**config.mk**
```make
export PLATFORM = sky130hd
export DESIGN_NAME = uart_mmio
export DESIGN_NICKNAME = d
export VERILOG_FILES = /design/src/rtl/uart_mmio.sv
export SDC_FILE = /design/constraint.sdc
export NUM_CORES = 1
export LEC_CHECK = 0
export BUFFER_PORTS_ARGS = -buffer_cell sky130_fd_sc_hd__buf_2
export CAP_MARGIN = 20
export CORE_MARGIN = 2
export CORE_UTILIZATION = 40
export CTS_BUF_LIST = sky130_fd_sc_hd__clkbuf_8
export DETAILED_ROUTE_END_ITERATION = 7
export REMOVE_ABC_BUFFERS = 1
export SETUP_SLACK_MARGIN = 0.5
export SYNTH_ARGS = -nofsm -noshare
export SYNTH_HDL_FRONTEND = slang
export SYNTH_SLANG_ARGS = --single-unit
```
**constraint.sdc**
```tcl
create_clock -name clk -period 2.4 [get_ports clk]
set_input_delay 0.36 -clock clk [delete_from_list [all_inputs] [get_ports clk]]
set_output_delay 0.36 -clock clk [all_outputs]
set_load 0.005 [all_outputs]
```
**src/rtl/uart_mmio.sv**
```systemverilog
// Memory-mapped 8N1 UART: 16-byte register window, TX FIFO and serialiser.
// Define UART_RX_EN to build the RX synchroniser, receiver FSM and holding register.
module uart_mmio #(
  parameter logic [31:0] BASE_ADDR       = 32'h1000_0000,
  parameter int          TX_FIFO_DEPTH   = 8,
  parameter logic [15:0] CLK_DIV_DEFAULT = 16'd434
) (
  input  logic        clk,
  input  logic        rst_n,
  input  logic        wmem_en_i,
  input  logic        rmem_en_i,
  input  logic [31:0] mem_addr_i,
  input  logic [31:0] wmem_data_i,
  output logic [31:0] rdata_o,
  output logic        tx_o,
  input  logic        rx_i,
  output logic        irq_o
);

  localparam int AW = $clog2(TX_FIFO_DEPTH);
  localparam logic [AW:0] PTR_ONE = {{AW{1'b0}}, 1'b1};

  typedef enum logic [1:0] {TX_IDLE, TX_START, TX_DATA, TX_STOP} tx_state_t;

  logic       hit;
  logic [1:0] offset;
  logic       wr_txdata;
  logic       wr_baud;

  assign hit       = (mem_addr_i[31:4] == BASE_ADDR[31:4]);
  assign offset    = mem_addr_i[3:2];
  assign wr_txdata = hit && wmem_en_i && (offset == 2'd0);
  assign wr_baud   = hit && wmem_en_i && (offset == 2'd3);

  logic unused_bits;
  assign unused_bits = ^{wmem_data_i[31:16], mem_addr_i[1:0]};

  // Baud divisor; zero behaves as one so the bit counters never stall
  logic [15:0] bauddiv_reg;
  logic [15:0] div_eff;
  logic [15:0] div_m1;

  assign div_eff = (bauddiv_reg == 16'd0) ? 16'd1 : bauddiv_reg;
  assign div_m1  = div_eff - 16'd1;

  always_ff @(posedge clk or negedge rst_n) begin
    if (!rst_n) begin
      bauddiv_reg <= CLK_DIV_DEFAULT;
    end else if (wr_baud) begin
      bauddiv_reg <= wmem_data_i[15:0];
    end
  end

  // TX FIFO with wrap-bit pointers
  logic [7:0]  fifo_mem [TX_FIFO_DEPTH];
  logic [7:0]  fifo_rdata_reg;
  logic [AW:0] wr_ptr_reg;
  logic [AW:0] rd_ptr_reg;
  logic        fifo_empty;
  logic        fifo_full;
  logic        fifo_push;
  logic        tx_pop;

  assign fifo_empty = (wr_ptr_reg == rd_ptr_reg);
  assign fifo_full  = (wr_ptr_reg[AW] != rd_ptr_reg[AW]) &&
                      (wr_ptr_reg[AW-1:0] == rd_ptr_reg[AW-1:0]);
  assign fifo_push  = wr_txdata && !fifo_full;

  always_ff @(posedge clk) begin
    if (fifo_push) begin
      fifo_mem[wr_ptr_reg[AW-1:0]] <= wmem_data_i[7:0];
    end
    if (tx_pop) begin
      fifo_rdata_reg <= fifo_mem[rd_ptr_reg[AW-1:0]];
    end
  end

  always_ff @(posedge clk or negedge rst_n) begin
    if (!rst_n) begin
      wr_ptr_reg <= '0;
      rd_ptr_reg <= '0;
    end else begin
      if (fifo_push) wr_ptr_reg <= wr_ptr_reg + PTR_ONE;
      if (tx_pop)    rd_ptr_reg <= rd_ptr_reg + PTR_ONE;
    end
  end

  // TX serialiser; each bit reloads its counter, so divisor changes apply per bit
  tx_state_t   tx_state_reg, tx_state_next;
  logic [15:0] tx_cnt_reg, tx_cnt_next;
  logic [2:0]  tx_bit_reg, tx_bit_next;
  logic [7:0]  tx_shift_reg, tx_shift_next;
  logic        tx_line_reg, tx_line_next;
  logic        tx_busy;

  assign tx_busy = (tx_state_reg != TX_IDLE);
  assign tx_o    = tx_line_reg;

  always_ff @(posedge clk or negedge rst_n) begin
    if (!rst_n) begin
      tx_state_reg <= TX_IDLE;
      tx_cnt_reg   <= '0;
      tx_bit_reg   <= '0;
      tx_shift_reg <= '0;
      tx_line_reg  <= 1'b1;
    end else begin
      tx_state_reg <= tx_state_next;
      tx_cnt_reg   <= tx_cnt_next;
      tx_bit_reg   <= tx_bit_next;
      tx_shift_reg <= tx_shift_next;
      tx_line_reg  <= tx_line_next;
    end
  end

  always_comb begin
    tx_state_next = tx_state_reg;
    tx_cnt_next   = tx_cnt_reg;
    tx_bit_next   = tx_bit_reg;
    tx_shift_next = tx_shift_reg;
    tx_pop        = 1'b0;
    case (tx_state_reg)
      TX_IDLE: begin
        if (!fifo_empty) begin
          tx_pop        = 1'b1;
          tx_state_next = TX_START;
          tx_cnt_next   = div_m1;
        end
      end
      TX_START: begin
        if (tx_cnt_reg == 16'd0) begin
          tx_state_next = TX_DATA;
          tx_cnt_next   = div_m1;
          tx_bit_next   = 3'd0;
          tx_shift_next = fifo_rdata_reg;
        end else begin
          tx_cnt_next = tx_cnt_reg - 16'd1;
        end
      end
      TX_DATA: begin
        if (tx_cnt_reg == 16'd0) begin
          tx_cnt_next   = div_m1;
          tx_shift_next = {1'b0, tx_shift_reg[7:1]};
          if (tx_bit_reg == 3'd7) begin
            tx_state_next = TX_STOP;
          end else begin
            tx_bit_next = tx_bit_reg + 3'd1;
          end
        end else begin
          tx_cnt_next = tx_cnt_reg - 16'd1;
        end
      end
      TX_STOP: begin
        if (tx_cnt_reg == 16'd0) begin
          tx_state_next = TX_IDLE;
        end else begin
          tx_cnt_next = tx_cnt_reg - 16'd1;
        end
      end
      default: tx_state_next = TX_IDLE;
    endcase
    case (tx_state_next)
      TX_START: tx_line_next = 1'b0;
      TX_DATA:  tx_line_next = tx_shift_next[0];
      default:  tx_line_next = 1'b1;
    endcase
  end

  logic       rx_valid;
  logic       rx_overrun;
  logic [7:0] rx_byte;

`ifdef UART_RX_EN
  typedef enum logic [1:0] {RX_IDLE, RX_START, RX_DATA, RX_STOP} rx_state_t;

  logic        rd_rxdata;
  logic        clr_overrun;
  logic        rx_meta_reg, rx_sync_reg, rx_prev_reg;
  rx_state_t   rx_state_reg, rx_state_next;
  logic [15:0] rx_cnt_reg, rx_cnt_next;
  logic [2:0]  rx_bit_reg, rx_bit_next;
  logic [7:0]  rx_shift_reg, rx_shift_next;
  logic        rx_done;
  logic [15:0] half_div;
  logic [15:0] half_m1;
  logic        rx_valid_reg, rx_overrun_reg;
  logic [7:0]  rx_byte_reg;

  assign rd_rxdata   = hit && rmem_en_i && (offset == 2'd2);
  assign clr_overrun = hit && wmem_en_i && (offset == 2'd1) && wmem_data_i[4];
  assign half_div    = {1'b0, div_eff[15:1]};
  assign half_m1     = (half_div == 16'd0) ? 16'd0 : half_div - 16'd1;

  always_ff @(posedge clk or negedge rst_n) begin
    if (!rst_n) begin
      rx_meta_reg    <= 1'b1;
      rx_sync_reg    <= 1'b1;
      rx_prev_reg    <= 1'b1;
      rx_state_reg   <= RX_IDLE;
      rx_cnt_reg     <= '0;
      rx_bit_reg     <= '0;
      rx_shift_reg   <= '0;
      rx_valid_reg   <= 1'b0;
      rx_overrun_reg <= 1'b0;
      rx_byte_reg    <= '0;
    end else begin
      rx_meta_reg  <= rx_i;
      rx_sync_reg  <= rx_meta_reg;
      rx_prev_reg  <= rx_sync_reg;
      rx_state_reg <= rx_state_next;
      rx_cnt_reg   <= rx_cnt_next;
      rx_bit_reg   <= rx_bit_next;
      rx_shift_reg <= rx_shift_next;
      // A completing byte beats a same-cycle RXDATA read
      if (rx_done) begin
        rx_byte_reg  <= rx_shift_reg;
        rx_valid_reg <= 1'b1;
      end else if (rd_rxdata) begin
        rx_valid_reg <= 1'b0;
      end
      if (rx_done && rx_valid_reg && !rd_rxdata) begin
        rx_overrun_reg <= 1'b1;
      end else if (clr_overrun) begin
        rx_overrun_reg <= 1'b0;
      end
    end
  end

  always_comb begin
    rx_state_next = rx_state_reg;
    rx_cnt_next   = rx_cnt_reg;
    rx_bit_next   = rx_bit_reg;
    rx_shift_next = rx_shift_reg;
    rx_done       = 1'b0;
    case (rx_state_reg)
      RX_IDLE: begin
        if (rx_prev_reg && !rx_sync_reg) begin
          rx_state_next = RX_START;
          rx_cnt_next   = half_m1;
        end
      end
      RX_START: begin
        if (rx_cnt_reg == 16'd0) begin
          rx_state_next = rx_sync_reg ? RX_IDLE : RX_DATA;
          rx_cnt_next   = div_m1;
          rx_bit_next   = 3'd0;
        end else begin
          rx_cnt_next = rx_cnt_reg - 16'd1;
        end
      end
      RX_DATA: begin
        if (rx_cnt_reg == 16'd0) begin
          rx_shift_next = {rx_sync_reg, rx_shift_reg[7:1]};
          rx_cnt_next   = div_m1;
          if (rx_bit_reg == 3'd7) begin
            rx_state_next = RX_STOP;
          end else begin
            rx_bit_next = rx_bit_reg + 3'd1;
          end
        end else begin
          rx_cnt_next = rx_cnt_reg - 16'd1;
        end
      end
      RX_STOP: begin
        if (rx_cnt_reg == 16'd0) begin
          rx_state_next = RX_IDLE;
          rx_done       = rx_sync_reg;
        end else begin
          rx_cnt_next = rx_cnt_reg - 16'd1;
        end
      end
      default: rx_state_next = RX_IDLE;
    endcase
  end

  assign rx_valid   = rx_valid_reg;
  assign rx_overrun = rx_overrun_reg;
  assign rx_byte    = rx_byte_reg;
`else
  logic unused_rx;
  assign unused_rx  = rx_i;
  assign rx_valid   = 1'b0;
  assign rx_overrun = 1'b0;
  assign rx_byte    = 8'd0;
`endif

  assign irq_o = rx_valid;

  always_comb begin
    rdata_o = '0;
    if (hit && rmem_en_i) begin
      case (offset)
        2'd1:    rdata_o = {27'b0, rx_overrun, rx_valid, tx_busy, fifo_empty, fifo_full};
        2'd2:    rdata_o = {24'b0, rx_byte};
        2'd3:    rdata_o = {16'b0, bauddiv_reg};
        default: rdata_o = '0;
      endcase
    end
  end

endmodule

```
==> run metrics, run 1 <==
CTS root buf clkbuf_8; clk_lat worst skew 0.44 ns; worst vdd ir 0.382 mV; area leader, netlist edfxtp_1; CTS H-tree depth 4; Clock transition at path regs 0.08 ns; placed cells 777; Synth Warn # 0; NumNets Final 731; post-synthesis sequential area ratio 0.569; routed wire length 15.6 mm; headroom to the max-slew limit 0.522; crit-path max cell delay 0.53 ns; chip height 128 um; Hold Fails Final Rpt 0; Post-Layout Cell Count 852; area share of the leading cell type in the synthesized netlist 0.350; area grow syn2layout 37.4%; Synth Area per Inst 12.5 um^2; global-route wire length before repair 23.4 mm; initial DRC count 305; Vias 4636; RSZ-0062 raised after global routing yes; layout cell share with drive strength beyond 1 0.524; Top Layer Used met4; final period demand of the worst path 2.29 ns; worst hold slack 0.150 ns; crit path launch type flip-flop; Placer Congestion 0.784; mux cell area share after synthesis 0.105; worst min-delay path class in2reg; max reg flops 64; fraction of synthesized cell area in xor and xnor cells 0.0269; crit end category flip-flop; EDFF count, synth 72; CP cell instances or4_4 -> or2_4 -> inv_2 -> a21oi_4 -> ha_4 -> buf_4 -> nand2_4 -> nor2_4 -> xnor2_2 -> o22ai_1 -> a22o_1; # IOs 103; TritonCTS buffer count 17; complex-gate fraction of the synthesized area 0.0997; Crit Path Class reg2reg; status finished, final reports clean; Worst Path Max Fanout 3; Worst EP required 2.73 ns; ranking of synthesized cells by area edfxtp_1, dfrtp_1, mux4_2; CTS tree yes; row cnt 45; clock skew 0.0104 ns; Fill cells 1180; P_leak 3.49 nW; Top FF cell, synth edfxtp_1; Cell Pwr Density 561 mW/mm^2; TritonRoute pass-1 iters 5; DR WL/cell 18.3 um; vias per cell 5.44; post-DP HPWL 9.71 mm; Max-cap violations 0; routed wl met3 728 um; CP max-delay cell or4_4; initial antenna violation count 0; simple logic cell fraction of the synthesized area 0.132; gr usage total 0.187; WL met1 6.66 mm; clk buf depth 2; final antenna-violating net count 0; Fmax 437 MHz; CP Data Arrival Time 2.61 ns; most common cell after layout, fill and taps aside edfxtp_1; Num Clock Sinks 126; final setup vio count 0; commonest non-fill, non-tap cells in the layout edfxtp_1, buf_4, buf_2, dfrtp_1, buf_6; Mapped Area 0.00619 mm^2; final instance area 0.00850 mm^2; largest family of logic cells by synthesized area simple AND/OR/NAND/NOR gates; total gr overflow 0; Die W 128 um; placed inst area 0.00697 mm^2; area share of fa/ha/maj cells after synthesis 0.0222; DRC violations left 0; ANT cells 0; core area 0.0151 mm^2; share of flip-flops with an asynchronous set or reset 0.429; post-synth cell types 59; max-slew violations 0; final core utilization 0.561; detailed route wirelength on metal2 7.97 mm; IO Port Bufs 66; Initial Util 0.408; Tightest Pin Transition 0.717 ns; vias in the first global route 4657; largest net degree at the start of global routing 31; Final Cycle Share 0.953; die area 0.0165 mm^2; number of synthesized register bits 126; Synth Instances 496
[stage by stage]
stage          TNS, ns  power [mW]  setup WS (ns)
2_1_floorplan    -2.39        2.49         -0.167
3_3_place_gp         0        2.62        0.00704
3_5_place_dp   -0.0644        2.63        -0.0272
4_1_cts              0        4.74          0.130
5_1_grt        -0.0282        4.92        -0.0282
6_report             0        4.77          0.113
[cell usage after synthesis (11+ instances only)]
master	n
nor3_1	14
mux4_2	16
and2_1	17
a21oi_1	14
edfxtp_1	72
dfrtp_1	48
nor4_1	14
nand2_1	33
mux2_2	25
buf_4	18
clkbuf_1	13
o21ai_0	33
ha_1	11
xor2_1	11
nor2_1	31
[path summary, 6_finish.rpt]
path,startpoint,end,slack (ns),cells after the start
worst max-delay path,bauddiv_reg[10]$_DFFE_PN0P_,tx_cnt_reg[8]$_DFFE_PN0P_,0.11,11
worst min-delay path,wmem_data_i[14],bauddiv_reg[14]$_DFFE_PN0P_,0.15,2
worst max register to register,bauddiv_reg[10]$_DFFE_PN0P_,tx_cnt_reg[8]$_DFFE_PN0P_,0.11,11
worst min register to register,wr_ptr_reg[3]$_DFFE_PN0P_,wr_ptr_reg[3]$_DFFE_PN0P_,0.49,1
max in group asynchronous,rst_n,bauddiv_reg[8]$_DFFE_PN1P_,1.14,3
min in group asynchronous,rst_n,tx_cnt_reg[14]$_DFFE_PN0P_,0.51,2
[cell families (layout without fill, tap and decap cells)]
kind of cell | count (synthesis) | count (layout)
compound gates | 94 | 97
mux | 42 | 42
xor+xnor | 19 | 19
simple gates | 154 | 154
flops | 126 | 126
fa+ha+maj | 11 | 11
other cells | 1 | 17
buf+inv | 49 | 198
[layout make-up]
| type | count | area, um^2 | area share |
|---|---|---|---|
| inverters | 9 | 36.3 | 0.00427 |
| repair buffers | 157 | 1260 | 0.148 |
| flip-flops and latches | 126 | 3530 | 0.415 |
| clock inverters | 15 | 206 | 0.0243 |
| clock buffers | 17 | 234 | 0.0275 |
| well taps | 188 | 235 | 0.0277 |
| multi-input cells | 340 | 3010 | 0.354 |
[per-layer routing]
| metal | GRT usage | vias up |
|---|---|---|
| li1 | - | 2154 |
| met1 | 0.243 | 2304 |
| met2 | 0.310 | 158 |
| met3 | 0.0416 | 20 |
| met4 | 0.0659 | 0 |
| met5 | 0 | - |
[what timing repair did]
action | in CTS | in global routing
resized for setup | 95 | 101
endpoints found under the hold margin | 26 | 0
gates cloned | 5 | 3
setup endpoints to repair | 73 | 117
hold buffers | 1 | 0
pin swaps | 54 | 51
buffers inserted | 15 | 19
[power breakdown]
group	internal (mW)	leakage (nW)	total, mW	switching (mW)
logic	0.179	1.89	0.410	0.231
clock network	1.15	0.224	2.05	0.903
registers	2.30	1.37	2.31	0.00569
[worst max-delay path, delay by kind of cell (launching register included)]
family	cells	cell delay [ns]
buffers and inverters	2	0.20
flip-flops	1	0.38
AO/OA/AOI/OAI	3	0.40
adder cells (fa/ha/maj)	1	0.16
XOR/XNOR	1	0.13
AND/OR/NAND/NOR	4	0.91
(Power assumes the default switching activity.)
==> inputs of run 2 (changes only) <==
--- a/config.mk
+++ b/config.mk
@@ -7,10 +7,11 @@
 export LEC_CHECK = 0
 export BUFFER_PORTS_ARGS = -buffer_cell sky130_fd_sc_hd__buf_2
 export CAP_MARGIN = 20
-export CORE_MARGIN = 2
+export CORE_MARGIN = 5
 export CORE_UTILIZATION = 40
 export CTS_BUF_LIST = sky130_fd_sc_hd__clkbuf_8
 export DETAILED_ROUTE_END_ITERATION = 7
+export PLACE_DENSITY_LB_ADDON = 0.05
 export REMOVE_ABC_BUFFERS = 1
 export SETUP_SLACK_MARGIN = 0.5
 export SYNTH_ARGS = -nofsm -noshare
==> run 2 against run 1 <==
Compared with the run above: combinational power is 6.1% higher; clock skew is 0.0026 ns higher; register-to-register slack better by 0.06 ns; sequential share of layout area is 0.11 points lower; non-clock buffer count is 10 higher; critical path depth is 3 lower; via count is 0.32% lower; final area is 0.19% higher; global-route usage is 1.6 points lower; critical endpoint is now tx_o$_DFF_PN1_; highest routed layer unchanged.
==> run metrics, run 2 (synthesis results as in run 1) <==
worst vdd ir 0.368 mV; crit end category flip-flop; clk_lat worst skew 0.45 ns; CTS root buf clkbuf_8; most common cell after layout, fill and taps aside buf_4; headroom to the max-slew limit 0.607; global-route wire length before repair 23.9 mm; CTS tree yes; IO Port Bufs 66; NumNets Final 743; vias in the first global route 4534; Reg2Reg Depth 8; CTS H-tree depth 4; TritonCTS buffer count 17; core area 0.0152 mm^2; area grow syn2layout 37.7%; DR WL/cell 18.3 um; total power 4.44 mW; initial antenna violation count 0; Vias 4621; status finished, final reports clean; Fmax 449 MHz; gr usage total 0.170; Cell Pwr Density 521 mW/mm^2; Worst Path Max Fanout 8; initial DRC count 307; row cnt 45; crit-path max cell delay 0.60 ns; final setup vio count 0; chip height 134 um; total gr overflow 0; final period demand of the worst path 2.23 ns; worst hold endpoint bauddiv_reg[13]$_DFFE_PN0P_; Fill cells 1259; largest net degree at the start of global routing 26; final antenna-violating net count 0; DRC violations left 0; CP Data Arrival Time 2.60 ns; clk buf depth 2; Hold Startpoint wmem_data_i[13]; Worst EP required 2.77 ns; CP cell instances or4_4 -> nor4_4 -> buf_6 -> buf_12 -> nor2_4 -> a221o_1 -> nor2_1 -> mux2i_1; P_leak 3.49 nW; die area 0.0181 mm^2; Worst Hold Depth 2; max-slew violations 0; Tightest Pin Transition 0.589 ns; CP max-delay cell or4_4; RSZ-0062 raised after global routing yes; TritonRoute pass-1 iters 4; placed inst area 0.00706 mm^2; RR Endpoint tx_o$_DFF_PN1_; Crit Path Class reg2reg; Final Cycle Share 0.928; vias per cell 5.35; max reg flops 64; post-DP HPWL 10.5 mm; routed wire length 15.8 mm; Die W 134 um; # IOs 103; Hold Fails Final Rpt 0; Num Clock Sinks 126; RR Startpoint tx_cnt_reg[4]$_DFFE_PN0P_; final instance area 0.00852 mm^2; ANT cells 0; worst min-delay path class in2reg; crit path launch type flip-flop; commonest non-fill, non-tap cells in the layout buf_4, edfxtp_1, buf_2, dfrtp_1, buf_6; layout cell share with drive strength beyond 1 0.524; clock skew 0.0130 ns; FF-to-FF setup slack 0.17 ns; Initial Util 0.407; Placer Congestion 0.836; Clock transition at path regs 0.08 ns; Max-cap violations 0
-- run 2: changes by cell type in the layout (fill, tap and decap cells not counted), moves of 3 or more --
cell,previous run,this run
buf_4,66,75
bufinv_16,4,0
inv_8,0,3
nand3_1,7,4
-- run 2: worst max-delay path by stage --
stage                                start                          to  slack [ns]  cells after the start
2_1_floorplan    rd_ptr_reg[0]$_DFFE_PN0P_    fifo_mem[0][0]$_DFFE_PP_       -0.17                      5
3_3_place_gp   bauddiv_reg[10]$_DFFE_PN0P_   tx_cnt_reg[6]$_DFFE_PN0P_       -0.04                     10
3_5_place_dp   bauddiv_reg[10]$_DFFE_PN0P_   tx_cnt_reg[6]$_DFFE_PN0P_       -0.08                     10
4_1_cts        bauddiv_reg[12]$_DFFE_PN0P_   tx_cnt_reg[6]$_DFFE_PN0P_        0.16                     10
5_1_grt        bauddiv_reg[12]$_DFFE_PN0P_  tx_cnt_reg[14]$_DFFE_PN0P_        0.07                     10
6_report         tx_cnt_reg[4]$_DFFE_PN0P_              tx_o$_DFF_PN1_        0.17                      8
-- run 2: repair_timing --
item | CTS | global route
hold endpoints to repair | 22 | 0
buffers inserted | 15 | 19
pin swaps | 51 | 50
gates cloned | 3 | 4
gates resized for setup | 82 | 101
hold buffers | 1 | 0
setup endpoints to repair | 58 | 110
-- run 2: cell type report --
type | count | area [um^2] | share of cell area
sequential | 126 | 3520 | 0.414
multi-input combinational | 342 | 3010 | 0.353
timing repair buffer | 167 | 1350 | 0.159
tap | 188 | 235 | 0.0276
clock buffer | 17 | 234 | 0.0275
clock inverter | 15 | 125 | 0.0147
inverter | 9 | 36.3 | 0.00426
-- run 2: power breakdown --
part | total, mW | switching, mW | internal (mW)
logic | 0.435 | 0.236 | 0.199
clock network | 1.70 | 0.952 | 0.745
registers | 2.30 | 0.00466 | 2.30
total | 4.44 | 1.19 | 3.24
-- run 2: metrics by stage --
stage          hold WS, ns  std cells  TNS, ns   util  worst slack [ns]
6_report             0.137        864        0  0.560             0.172
5_1_grt              0.119        864        0  0.560            0.0654
4_1_cts              0.115        841        0  0.521             0.155
3_5_place_dp         0.406        790   -0.318  0.465           -0.0837
3_3_place_gp         0.400        790   -0.119  0.465           -0.0446
2_1_floorplan       0.0644        472    -2.39      -            -0.167
-- run 2: critical path: cells and delay by family, from the launching register on --
kind	cells	cell delay, ns
AND/OR/NAND/NOR	4	1.02
multiplexers	1	0.07
AO/OA/AOI/OAI	1	0.31
buffers and inverters	2	0.32
flip-flops	1	0.43
-- run 2: metal layers --
metal,routed length [um],share of wire,global-route usage
met1,7180,0.45,0.233
met5,0,0,0
met3,736,0.046,0.0364
met4,161,0.010,0.0402
met2,7760,0.49,0.280
==> inputs of run 3 (changes only) <==
--- a/config.mk
+++ b/config.mk
@@ -8,7 +8,7 @@
 export BUFFER_PORTS_ARGS = -buffer_cell sky130_fd_sc_hd__buf_2
 export CAP_MARGIN = 20
 export CORE_MARGIN = 5
-export CORE_UTILIZATION = 40
+export CORE_UTILIZATION = 53
 export CTS_BUF_LIST = sky130_fd_sc_hd__clkbuf_8
 export DETAILED_ROUTE_END_ITERATION = 7
 export PLACE_DENSITY_LB_ADDON = 0.05
==> run 3 against run 2 <==
Compared with the run above: combinational power shrank 6.9%; register-to-register slack lost 0.03 ns; final cell count shrank 6.7%; count of clock-buffer cells in the layout is the same; sequential share of layout area grew 1.0 points; global-route usage grew 5.1 points; via count grew 1.1%; die area shrank 23%; sequential power is essentially flat.
==> run metrics, run 3 (synthesis results as in run 1) <==
P_leak 3.40 nW; DR WL/cell 19.4 um; Initial Util 0.542; Max-cap violations 0; die area 0.0139 mm^2; initial DRC count 333; Multi-input gate area 0.00300 mm^2; Hold Fails Final Rpt 0; post-DP HPWL 9.78 mm; TritonCTS buffer count 17; NumNets Final 731; Tightest Pin Transition 0.544 ns; max-slew violations 0; Clk pwr share 0.390; chip height 118 um; Fill cells 780; crit-path max cell delay 0.47 ns; vias in the first global route 4794; Die W 118 um; commonest non-fill, non-tap cells in the layout edfxtp_1, buf_4, buf_2, dfrtp_1, buf_6; Top Layer Used met4; switching share of power 0.255; clock skew 0.0103 ns; Num Clock Sinks 126; Fmax 442 MHz; most common cell after layout, fill and taps aside edfxtp_1; headroom to the max-slew limit 0.634; Pint 3.31 mW; gr usage total 0.221; placed cells 731; worst hold slack 0.139 ns; total gr overflow 0; IO Port Bufs 66; final antenna-violating net count 0; detailed route wirelength on metal2 7.84 mm; Hold Startpoint wmem_data_i[12]; Post-Layout Cell Count 806; Cell Pwr Density 534 mW/mm^2; Worst EP required 2.77 ns; TritonRoute pass-1 iters 5; # IOs 103; Worst Path Max Fanout 7; RSZ-0062 raised after global routing yes; CTS tree yes; clk buf depth 2; Placer Congestion 0.817; crit path launch type flip-flop; Vias 4674; placed inst area 0.00690 mm^2; storage element area 0.00353 mm^2; Clock transition at path regs 0.08 ns; CP max-delay cell or4b_4; CTS root buf clkbuf_8; Final Cycle Share 0.942; initial antenna violation count 0; DRC violations left 0; sequential power share 0.519; vias per cell 5.80; setup ws final 0.139 ns; WL met1 6.61 mm; crit path buf inv count 3; final instance area 0.00832 mm^2; CP cell instances inv_2 -> ha_4 -> or4b_4 -> nor4_4 -> buf_6 -> buf_8 -> nor2_4 -> a221o_1 -> nor2_1 -> mux2i_1; routed wire length 15.7 mm; Combinational Power Share 0.091; largest net degree at the start of global routing 24; area grow syn2layout 34.5%; CP Data Arrival Time 2.63 ns; crit end category flip-flop; Sw Pwr 1.13 mW; row cnt 39; ANT cells 0; final period demand of the worst path 2.26 ns; clk_lat worst skew 0.45 ns; worst min-delay path class in2reg; max reg flops 64; worst vdd ir 0.509 mV; Crit Path Class reg2reg; Worst path top cell family by delay simple AND/OR/NAND/NOR gates; Setup crit start tx_cnt_reg[1]$_DFFE_PN0P_; final setup vio count 0; final core utilization 0.728; CTS H-tree depth 4; status finished, final reports clean; core area 0.0114 mm^2; RR Startpoint tx_cnt_reg[1]$_DFFE_PN0P_; Post-Place Worst Slack -0.0605 ns; total power 4.44 mW; Post-Route Setup TNS 0 ns; global-route wire length before repair 24.4 mm; routed wl met3 965 um; layout cell share with drive strength beyond 1 0.508
[run 3: area by class of cell]
cell class,instances,area share
clock buffers,17,0.0281
clock inverters,14,0.0167
inverters,9,0.00406
multi-input cells,342,0.360
flip-flops and latches,126,0.424
well taps,143,0.0215
repair buffers,155,0.145
[run 3: metal layers]
| metal | global-route usage | vias up |
|---|---|---|
| met5 | 0 | - |
| met4 | 0.0631 | 0 |
| met3 | 0.0577 | 28 |
| met2 | 0.365 | 164 |
| met1 | 0.289 | 2329 |
| li1 | - | 2153 |
[run 3: power groups by stage]
stage | Clock, mW | Sequential (mW) | Combinational [mW]
floorplan | 0 | 2.36 | 0.129
global placement | 0 | 2.35 | 0.273
detailed placement | 0 | 2.35 | 0.280
CTS | 1.76 | 2.30 | 0.356
global route | 1.88 | 2.31 | 0.438
finish | 1.73 | 2.31 | 0.405
[run 3: worst paths after layout]
path,to,slack (ns),cells past startpoint
hold reg to reg,tx_shift_reg[7]$_DFFE_PN0P_,0.49,2
setup / recovery,tx_o$_DFF_PN1_,0.14,10
hold / removal,bauddiv_reg[12]$_DFFE_PN0P_,0.14,2
setup reg to reg,tx_o$_DFF_PN1_,0.14,10
max in group asynchronous,bauddiv_reg[1]$_DFFE_PN1P_,1.37,3
min in group asynchronous,tx_shift_reg[3]$_DFFE_PN0P_,0.34,2
[run 3: what timing repair did]
action / in CTS / in global routing
cloned: 7 / 1
gates resized for setup: 105 / 74
endpoints found under the setup margin: 69 / 104
endpoints found under the hold margin: 13 / 0
hold buffers: 1 / 0
buffers inserted: 24 / 11
pin swaps: 48 / 45
